==> src/rtl/jzjpcc_fetch_unit.sv <==
`default_nettype none
// +----------------------------------------------------------------------------+
// | Module   : jzjpcc_fetch_unit                                                |
// | Brief    : Fetch stage (PC, imem address) plus IF/ID pipeline register.     |
// |            Optional perf counters: JZJPCC_FETCH_PERF_COUNTERS_EN            |
// | Revision : 1.0                                                              |
// +----------------------------------------------------------------------------+
module jzjpcc_fetch_unit #(
  parameter logic [31:0] RESET_VECTOR    = 32'h0000_0000,
  parameter logic [31:0] NOP_INSTRUCTION = 32'h0000_0013
) (
  input  logic        clock,
  input  logic        reset,
  output logic [31:0] instAddr_fetch,
  input  logic [31:0] instData_fetch,
  input  logic        stall_fetch,
  input  logic        flush_decode,
  input  logic        branchTaken_execute,
  input  logic [31:0] branchTarget_execute,
  output logic [31:0] instruction_decode,
  output logic [31:0] pc_decode,
  output logic        valid_decode,
  output logic        misalignedTarget_execute,
  output logic [31:0] stallCount,
  output logic [31:0] flushCount
);

  localparam logic [31:0] c_pc_step = 32'd4;

  logic [31:0] r_pc;
  logic [31:0] w_pc_next;

  // The imem reads pcNext, so its data always tracks r_pc one cycle later.
  always_comb begin
    if (reset)
      w_pc_next = RESET_VECTOR;
    else if (branchTaken_execute)
      w_pc_next = {branchTarget_execute[31:2], 2'b00};
    else if (stall_fetch)
      w_pc_next = r_pc;
    else
      w_pc_next = r_pc + c_pc_step;
  end

  assign instAddr_fetch           = w_pc_next;
  assign misalignedTarget_execute = branchTaken_execute && (branchTarget_execute[1:0] != 2'b00);

  always_ff @(posedge clock) begin
    if (reset)
      r_pc <= RESET_VECTOR;
    else
      r_pc <= w_pc_next;
  end

  always_ff @(posedge clock) begin
    if (reset) begin
      instruction_decode <= NOP_INSTRUCTION;
      pc_decode          <= 32'h0;
      valid_decode       <= 1'b0;
    end else if (flush_decode) begin
      instruction_decode <= NOP_INSTRUCTION;
      pc_decode          <= r_pc;
      valid_decode       <= 1'b0;
    end else if (!stall_fetch) begin
      instruction_decode <= instData_fetch;
      pc_decode          <= r_pc;
      valid_decode       <= 1'b1;
    end
  end

`ifdef JZJPCC_FETCH_PERF_COUNTERS_EN
  logic [31:0] r_stall_count;
  logic [31:0] r_flush_count;

  // Both counters saturate rather than wrap.
  always_ff @(posedge clock) begin
    if (reset) begin
      r_stall_count <= 32'h0;
      r_flush_count <= 32'h0;
    end else begin
      if (stall_fetch && (r_stall_count != 32'hFFFF_FFFF))
        r_stall_count <= r_stall_count + 32'd1;
      if (flush_decode && (r_flush_count != 32'hFFFF_FFFF))
        r_flush_count <= r_flush_count + 32'd1;
    end
  end

  assign stallCount = r_stall_count;
  assign flushCount = r_flush_count;
`else
  assign stallCount = 32'h0;
  assign flushCount = 32'h0;
`endif

endmodule
`default_nettype wire

==> config.mk <==
export PLATFORM = sky130hd
export DESIGN_NAME = jzjpcc_fetch_unit
export DESIGN_NICKNAME = d
export VERILOG_FILES = /design/src/rtl/jzjpcc_fetch_unit.sv
export SDC_FILE = /design/constraint.sdc
export NUM_CORES = 1
export LEC_CHECK = 0
export BUFFER_PORTS_ARGS = -buffer_cell sky130_fd_sc_hd__buf_2
export CORE_MARGIN = 2
export CORE_UTILIZATION = 38
export DETAILED_ROUTE_END_ITERATION = 6
export PLACE_DENSITY = 0.74
export REMOVE_ABC_BUFFERS = 1
export SLEW_MARGIN = 30
export SYNTH_ARGS = -nofsm -noshare
export SYNTH_HDL_FRONTEND = slang
export SYNTH_SLANG_ARGS = --single-unit
==> constraint.sdc <==
create_clock -name clock -period 3.8 [get_ports clock]
set_input_delay 0.57 -clock clock [delete_from_list [all_inputs] [get_ports clock]]
set_output_delay 0.57 -clock clock [all_outputs]
set_load 0.01 [all_outputs]
# Yosys cells after proc, flatten, opt, wreduce, memory -nomap -nowiden

Index checks and enable logic that the tools add are counted.

Multipliers: 0
Add/sub/neg operators: 1
Reduce and logical (&&, ||, !) cells: 3
Mux-type cells: 5
Equality and inequality tests: 1
Shift operators: 0
Bitwise logic cells: 0
Order comparisons: 0
Div/mod/pow operators: 0

Operator list:

| operator                                              | count |
|---|---|
| two-way mux 32 bit                                    | 5 |
| adder 32 x 3 -> 32 bit, second input constant         | 1 |
| inequality test 2 x 1 -> 1 bit, second input constant | 1 |
| nonzero test 2 bit                                    | 1 |
| OR reduction 2 bit                                    | 1 |
| logical AND 1 bit                                     | 1 |

Memory bits (read-only): 0
RAM bits: 0
Latch bits: 0
Memories kept: 0
Bits in registers: 97
Bits of input ports: 69

# Depth between registers and ports, before layout

Gate-level depths: netlist of run 1.

Word-level depth: 4
Mapped depth: 7

# Worst setup path before layout of run 1

No wires, ideal clock.

Path kind: input -> output
From: input stall_fetch
To: output instAddr_fetch[28]
Path slack: 1.120 ns
Data required time: 3.230 ns
Path buffers: 2
Stages on the path: 6
Data arrival time: 2.110 ns
Cells stage by stage: and3b_1 > clkbuf_1 > nand4_1 > buf_2 > or4_1 > a311oi_1

Longest elaborated chain between the ends: 3

RTL lines:

| item               | line | text |
|---|---|---|
| start: declaration | 16   | `input logic stall_fetch,` |
| two-way mux 32 bit | 39   | `else if (stall_fetch)` |
| two-way mux 32 bit | 37   | `else if (branchTaken_execute)` |
| two-way mux 32 bit | 35   | `if (reset)` |
| end: declaration   | 14   | `output logic [31:0] instAddr_fetch,` |

Every way passes these cells.

# Final worst setup path of run 1

From: register r_pc[18]
To: output instAddr_fetch[29]

Longest elaborated chain between the ends: 4

RTL lines:

| item                     | line | text |
|---|---|---|
| start: declaration       | 30   | `logic [31:0] r_pc;` |
| start signal: assignment | 52   | `r_pc <= w_pc_next;` |
| adder 32 x 3 -> 32 bit   | 42   | `w_pc_next = r_pc + c_pc_step;` |
| two-way mux 32 bit       | 39   |  |
| two-way mux 32 bit       | 37   |  |
| two-way mux 32 bit       | 35   |  |

Every way passes these cells.

==> impl_metrics.py, run 1 <==
metrics = {
    "outcome": {
        "status": "complete, no violations",
    },
    "route": {
        "drc": 0,
        "avgViaCountPerCell": 4.89,
        "wl_per_cell_um": 13.9,
        "drtPass1Iterations": 4,
        "dr.first_iter.drc_count": 214,
        "final_antenna_net_count": 0,
        "num_vias": 4327,
        "drt-total-wl_um": 12300,
    },
    "logic_synthesis": {
        "synth_top_cell_area_share_pct": 40.9,
        "synth_edf_count": 0,
        "synthArstFlopShare_pct": 0,
        "netlist_area_um2": 4750,
        "synthDistinctLibCells": 40,
        "syn_area_per_cell_um2": 8.38,
        "ys_ff_latch": 97,
        "ys.flop_type": "dfxtp_1",
        "ys_warn_count": 0,
        "synth_top_cell_by_area": "dfxtp_1",
        "synth_cells": 567,
        "ys_top_cells_by_area": "dfxtp_1 (41%), buf_4 (10%), mux2i_1 (7.0%)",
        "seq_area_frac_synth_pct": 40.9,
    },
    "floorplan": {
        "die_area_um2": 13400,
        "core_area_um2": 12100,
        "die_h_um": 116,
        "fp.dieW_um": 116,
        "ioPinCount": 231,
        "start_util_pct": 39.2,
        "rows": 40,
    },
    "finish": {
        "drive_gt1_share_pct": 27.3,
        "layout_commonest_cell": "buf_2",
        "area_growth_pct": 22.0,
        "final_cell_count_no_fill": 885,
        "diodes": 0,
        "final_nets": 782,
        "layout_common_cells": "buf_2 (166), dfxtp_1 (97), nand2_1 (77)",
    },
    "global_routing": {
        "antenna_found_initial": 0,
        "grt_use_total_pct": 18.2,
        "grt_pass1_wl_um": 19100,
        "grt_start_max_net_pins": 62,
        "overflow": 0,
        "grt_pass1_vias": 3916,
    },
    "worst_setup_path": {
        "crit_fanout": 8,
        "cp.required_ns": 3.23,
        "critPathCaptureType": "output port",
        "critPathArrivalTime_ns": 2.69,
        "start_kind": "flip-flop",
        "critical_path_class": "reg2out",
    },
    "worst_hold_path": {
        "hp-class": "in2reg",
    },
    "place": {
        "dp.cells": 867,
        "place_hpwl_um": 8840,
        "io_buffers": 166,
        "place.gp.congestion": 0.815,
    },
    "sta": {
        "fmax_mhz": 307,
        "tightest_slew_ns": 0.851,
        "hold_viol_final": 0,
        "period_needed_ns": 3.26,
        "setup_tns_ns": 0,
        "rsz0062_at_grt": "no",
        "slew_headroom_pct": 41.8,
        "period_share_pct": 85.7,
        "drv_slew": 0,
        "setup_viol": 0,
        "timing.clock.skew_ns": 0.00722,
    },
    "cts": {
        "numCtsBuffers": 9,
        "clock_sinks": 97,
        "tritoncts": "done",
        "root_buffer": "clkbuf_16",
        "cts.repair.resized": 0,
        "post_cts_buffers": 0,
        "htree_levels": 3,
        "cts_hold_buf": 0,
        "clock_latency_ns": 0.35,
        "cts.clk_slew.worst_paths_ns": 0.07,
        "clockBufferDepth": 2,
    },
    "flow_run": {
        "cap_violations": 0,
    },
    "power_and_ir_drop": {
        "power.density_nw_per_um2": 409,
        "peakVddDrop_mv": 0.340,
        "leakagePower_nw": 2.64,
    },
}
==> cells in the mapped netlist, types with 8 or more instances <==
library cell and n:
a211oi_1 25, a21oi_1 36, a311oi_1 22, buf_4 64, clkbuf_1 35, dfxtp_1 97
inv_1 8, mux2i_1 33, nand2_1 77, nand3_1 9, nand4_1 10, nor2_1 58
nor3_1 8, o31ai_1 11, or4_1 12
==> power by group <==
group / total [mW] / switching [mW] / internal (mW)
Sequential: 1.11 / 0.0455 / 1.07
Clock: 0.941 / 0.395 / 0.547
Combinational: 0.317 / 0.193 / 0.124
==> worst max-delay path: stages, from the launching register on <==
cell,delay (ns)
dfxtp_1,0.48
nand4_1,0.23
nor4_1,0.33
buf_4,0.18
a211oi_1,0.08
a2111oi_0,0.78
buf_2,0.27
==> kinds of logic (layout without fill, tap and decap cells) <==
kind of cell,after synthesis,after routing,share of synthesized area [%]
flip-flops,97,97,40.9
other,1,64,0.0789
buffers and inverters,112,199,14.0
AO/OA/AOI/OAI,111,111,16.0
adder cells (fa/ha/maj),1,1,0.263
XOR/XNOR,12,12,2.21
AND/OR/NAND/NOR,200,200,19.6
multiplexers,33,33,6.95
==> layout make-up <==
type	instances	area, um2
clock buffer	12	256
sequential	97	1940
multi-input combinational	421	2380
timing repair buffer	175	923
clock inverter	4	51.3
tap	168	210
fill	1243	6310
inverter	8	30.0
==> routing by layer <==
layer  GRT usage, %  vias to the layer above  routed length (um)
met3           7.27                       14                1070
met2           29.9                      169                5690
met5              0                        -                   0
met1           22.4                     1971                5390
li1               -                     2173                   -
met4           5.00                        0                 138
==> stage by stage <==
stage	setup WS (ns)	util, %	hold WS (ns)	instance area [um2]	power, mW
4_1_cts	0.210	47.7	0.412	5780	2.39
3_5_place_dp	0.430	45.2	0.434	5480	1.45
3_3_place_gp	0.444	45.2	0.435	5480	1.45
5_1_grt	0.293	47.9	0.423	5800	2.48
2_1_floorplan	0.877	-	0.434	4350	1.30
6_report	0.542	47.9	0.429	5800	2.37
==> registers in the layout, summed over array words and instances (netlist names) <==
| name | flops |
|---|---|
| valid_decode | 1 |
| instruction_decode | 32 |
| r_pc | 32 |
| pc_decode | 32 |
==> path summary, 6_finish.rpt <==
check | start | to | slack, ns | cells after the start
worst min register to register | valid_decode | valid_decode | 0.44 | 2
worst max register to register | r_pc[2] | r_pc[26] | 1.62 | 7
worst min-delay path | instData_fetch[0] | instruction_decode[0] | 0.43 | 3
worst max-delay path | r_pc[18] | instAddr_fetch[29] | 0.54 | 6
(Power assumes the default switching activity.)
==> run 2: changes to the inputs <==
clock period = 4.2 ns   (was 3.8 ns; I/O delays follow)
==> impl_metrics.py, run 2 (same netlist as run 1, synthesis figures left out) <==
metrics = {
    "finish": {
        "utilization_pct": 47.6,
        "fillers": 1241,
        "diodes": 0,
        "area_growth_pct": 21.3,
        "multi_input_area_um2": 2380,
        "layout_commonest_cell": "buf_2",
        "drive_gt1_share_pct": 27.4,
        "seqCellArea_um2": 1940,
        "layout_common_cells": "buf_2 (166), dfxtp_1 (97), nand2_1 (77)",
        "top_regs": "instruction_decode: 32 flops, pc_decode: 32 flops, r_pc: 32 flops",
        "final_nets": 781,
    },
    "cts": {
        "cts.clk_slew.worst_paths_ns": 0.07,
        "cts_hold_buf": 0,
        "htree_levels": 3,
        "root_buffer": "clkbuf_16",
        "clock_sinks": 97,
        "tritoncts": "done",
        "numCtsBuffers": 9,
        "post_cts_buffers": 0,
        "clock_latency_ns": 0.35,
        "cts.repair.resized": 0,
        "clockBufferDepth": 2,
    },
    "worst_setup_path": {
        "start_kind": "flip-flop",
        "critical_path_class": "reg2out",
        "path_cells": "ha_1, and3b_1, buf_4, nand4_1, or4_1, a311oi_1, buf_2",
        "slowest_delay_ns": 0.65,
        "critPathCaptureType": "output port",
        "cp_slowest_cell": "or4_1",
        "critPathArrivalTime_ns": 2.84,
        "crit_fanout": 12,
        "cp.required_ns": 3.57,
    },
    "route": {
        "final_antenna_net_count": 0,
        "drc": 0,
        "wl_per_cell_um": 13.8,
        "dr.first_iter.drc_count": 212,
        "num_vias": 4309,
        "drtPass1Iterations": 4,
        "drt-total-wl_um": 12200,
        "avgViaCountPerCell": 4.87,
    },
    "outcome": {
        "status": "complete, no violations",
    },
    "global_routing": {
        "grt_use_total_pct": 18.0,
        "grt_start_max_net_pins": 48,
        "overflow": 0,
        "antenna_found_initial": 0,
        "grt_pass1_wl_um": 19000,
        "grt_pass1_vias": 3974,
    },
    "power_and_ir_drop": {
        "power.density_nw_per_um2": 363,
        "p_switching_mw": 0.567,
        "clock_power_share_pct": 38.3,
        "switching_share_pct": 27.1,
        "peakVddDrop_mv": 0.284,
        "pwr-share-comb_pct": 13.6,
        "leakagePower_nw": 2.62,
        "p_int_mw": 1.52,
        "seqPwrFrac_pct": 48.0,
    },
    "floorplan": {
        "ioPinCount": 231,
        "start_util_pct": 39.2,
        "fp.dieW_um": 116,
        "die_h_um": 116,
        "rows": 40,
        "die_area_um2": 13400,
        "core_area_um2": 12100,
    },
    "flow_run": {
        "cap_violations": 0,
    },
    "place": {
        "io_buffers": 166,
        "place.gp.congestion": 0.819,
        "place_hpwl_um": 8950,
    },
    "sta": {
        "drv_slew": 0,
        "hold-worst-slack_ns": 0.443,
        "fmax_mhz": 288,
        "period_share_pct": 82.7,
        "rsz0062_at_grt": "no",
        "setup_tns_ns": 0,
        "timing.clock.skew_ns": 0.00767,
        "period_needed_ns": 3.47,
        "slew_headroom_pct": 54.6,
        "hold_viol_final": 0,
        "tightest_slew_ns": 0.674,
        "setup_viol": 0,
    },
    "worst_hold_path": {
        "hp-class": "reg2reg",
    },
}
==> run 2: cell types whose count changed in the layout (fill, tap and decap cells not counted) <==
cell	change
bufinv_16	-1
clkbuf_8	+1
clkbuf_1	-1
clkinv_2	+1
buf_12	-1
==> run 2: layer usage <==
metal,vias to the layer above,wire length (um),GRT usage [%],share of wire (%)
met2,174,5840,30.5,48
met4,0,153,4.60,1.3
met5,-,0,0,0
li1,2181,-,-,-
met3,16,1100,7.37,9.0
met1,1938,5110,21.3,42
==> run 2: path summary, 6_finish.rpt <==
path	start	end	slack (ns)	cells past startpoint
worst max register to register	r_pc[2]	r_pc[24]	1.84	6
worst max-delay path	r_pc[2]	instAddr_fetch[24]	0.73	7
worst min register to register	valid_decode	valid_decode	0.44	2
worst min-delay path	valid_decode	valid_decode	0.44	2
==> run 2: area by class of cell <==
| class | instances | area share (%) |
|---|---|---|
| Timing Repair Buffer | 174 | 15.7 |
| Sequential cell | 97 | 33.7 |
| Multi-Input combinational cell | 421 | 41.4 |
| Clock buffer | 12 | 4.62 |
| Tap cell | 168 | 3.65 |
| Inverter | 8 | 0.521 |
| Clock inverter | 4 | 0.456 |
==> run 2: critical path: cells and delay by family (launching register included) <==
kind            cells  cell delay (ns)
flops               1             0.41
fa+ha+maj           1             0.18
simple gates        3             1.23
buf+inv             2             0.35
compound gates      1             0.32
==> run 2: power groups by stage <==
| stage | clock [mW] | sequential, mW | combinational [mW] |
|---|---|---|---|
| after floorplan | 0 | 1.03 | 0.146 |
| after global placement | 0 | 1.02 | 0.284 |
| after detailed placement | 0 | 1.02 | 0.287 |
| after CTS | 0.826 | 1.00 | 0.287 |
| after global routing | 0.855 | 1.01 | 0.320 |
| final | 0.801 | 1.01 | 0.285 |
==> run 2: metrics by stage <==
stage	area (um2)	worst slack [ns]	power [mW]	cells
after global placement	5470	0.830	1.31	868
final	5760	0.728	2.09	884
after CTS	5760	0.673	2.12	884
after global routing	5760	0.551	2.19	884
after floorplan	4350	1.16	1.17	526
after detailed placement	5470	0.820	1.31	868
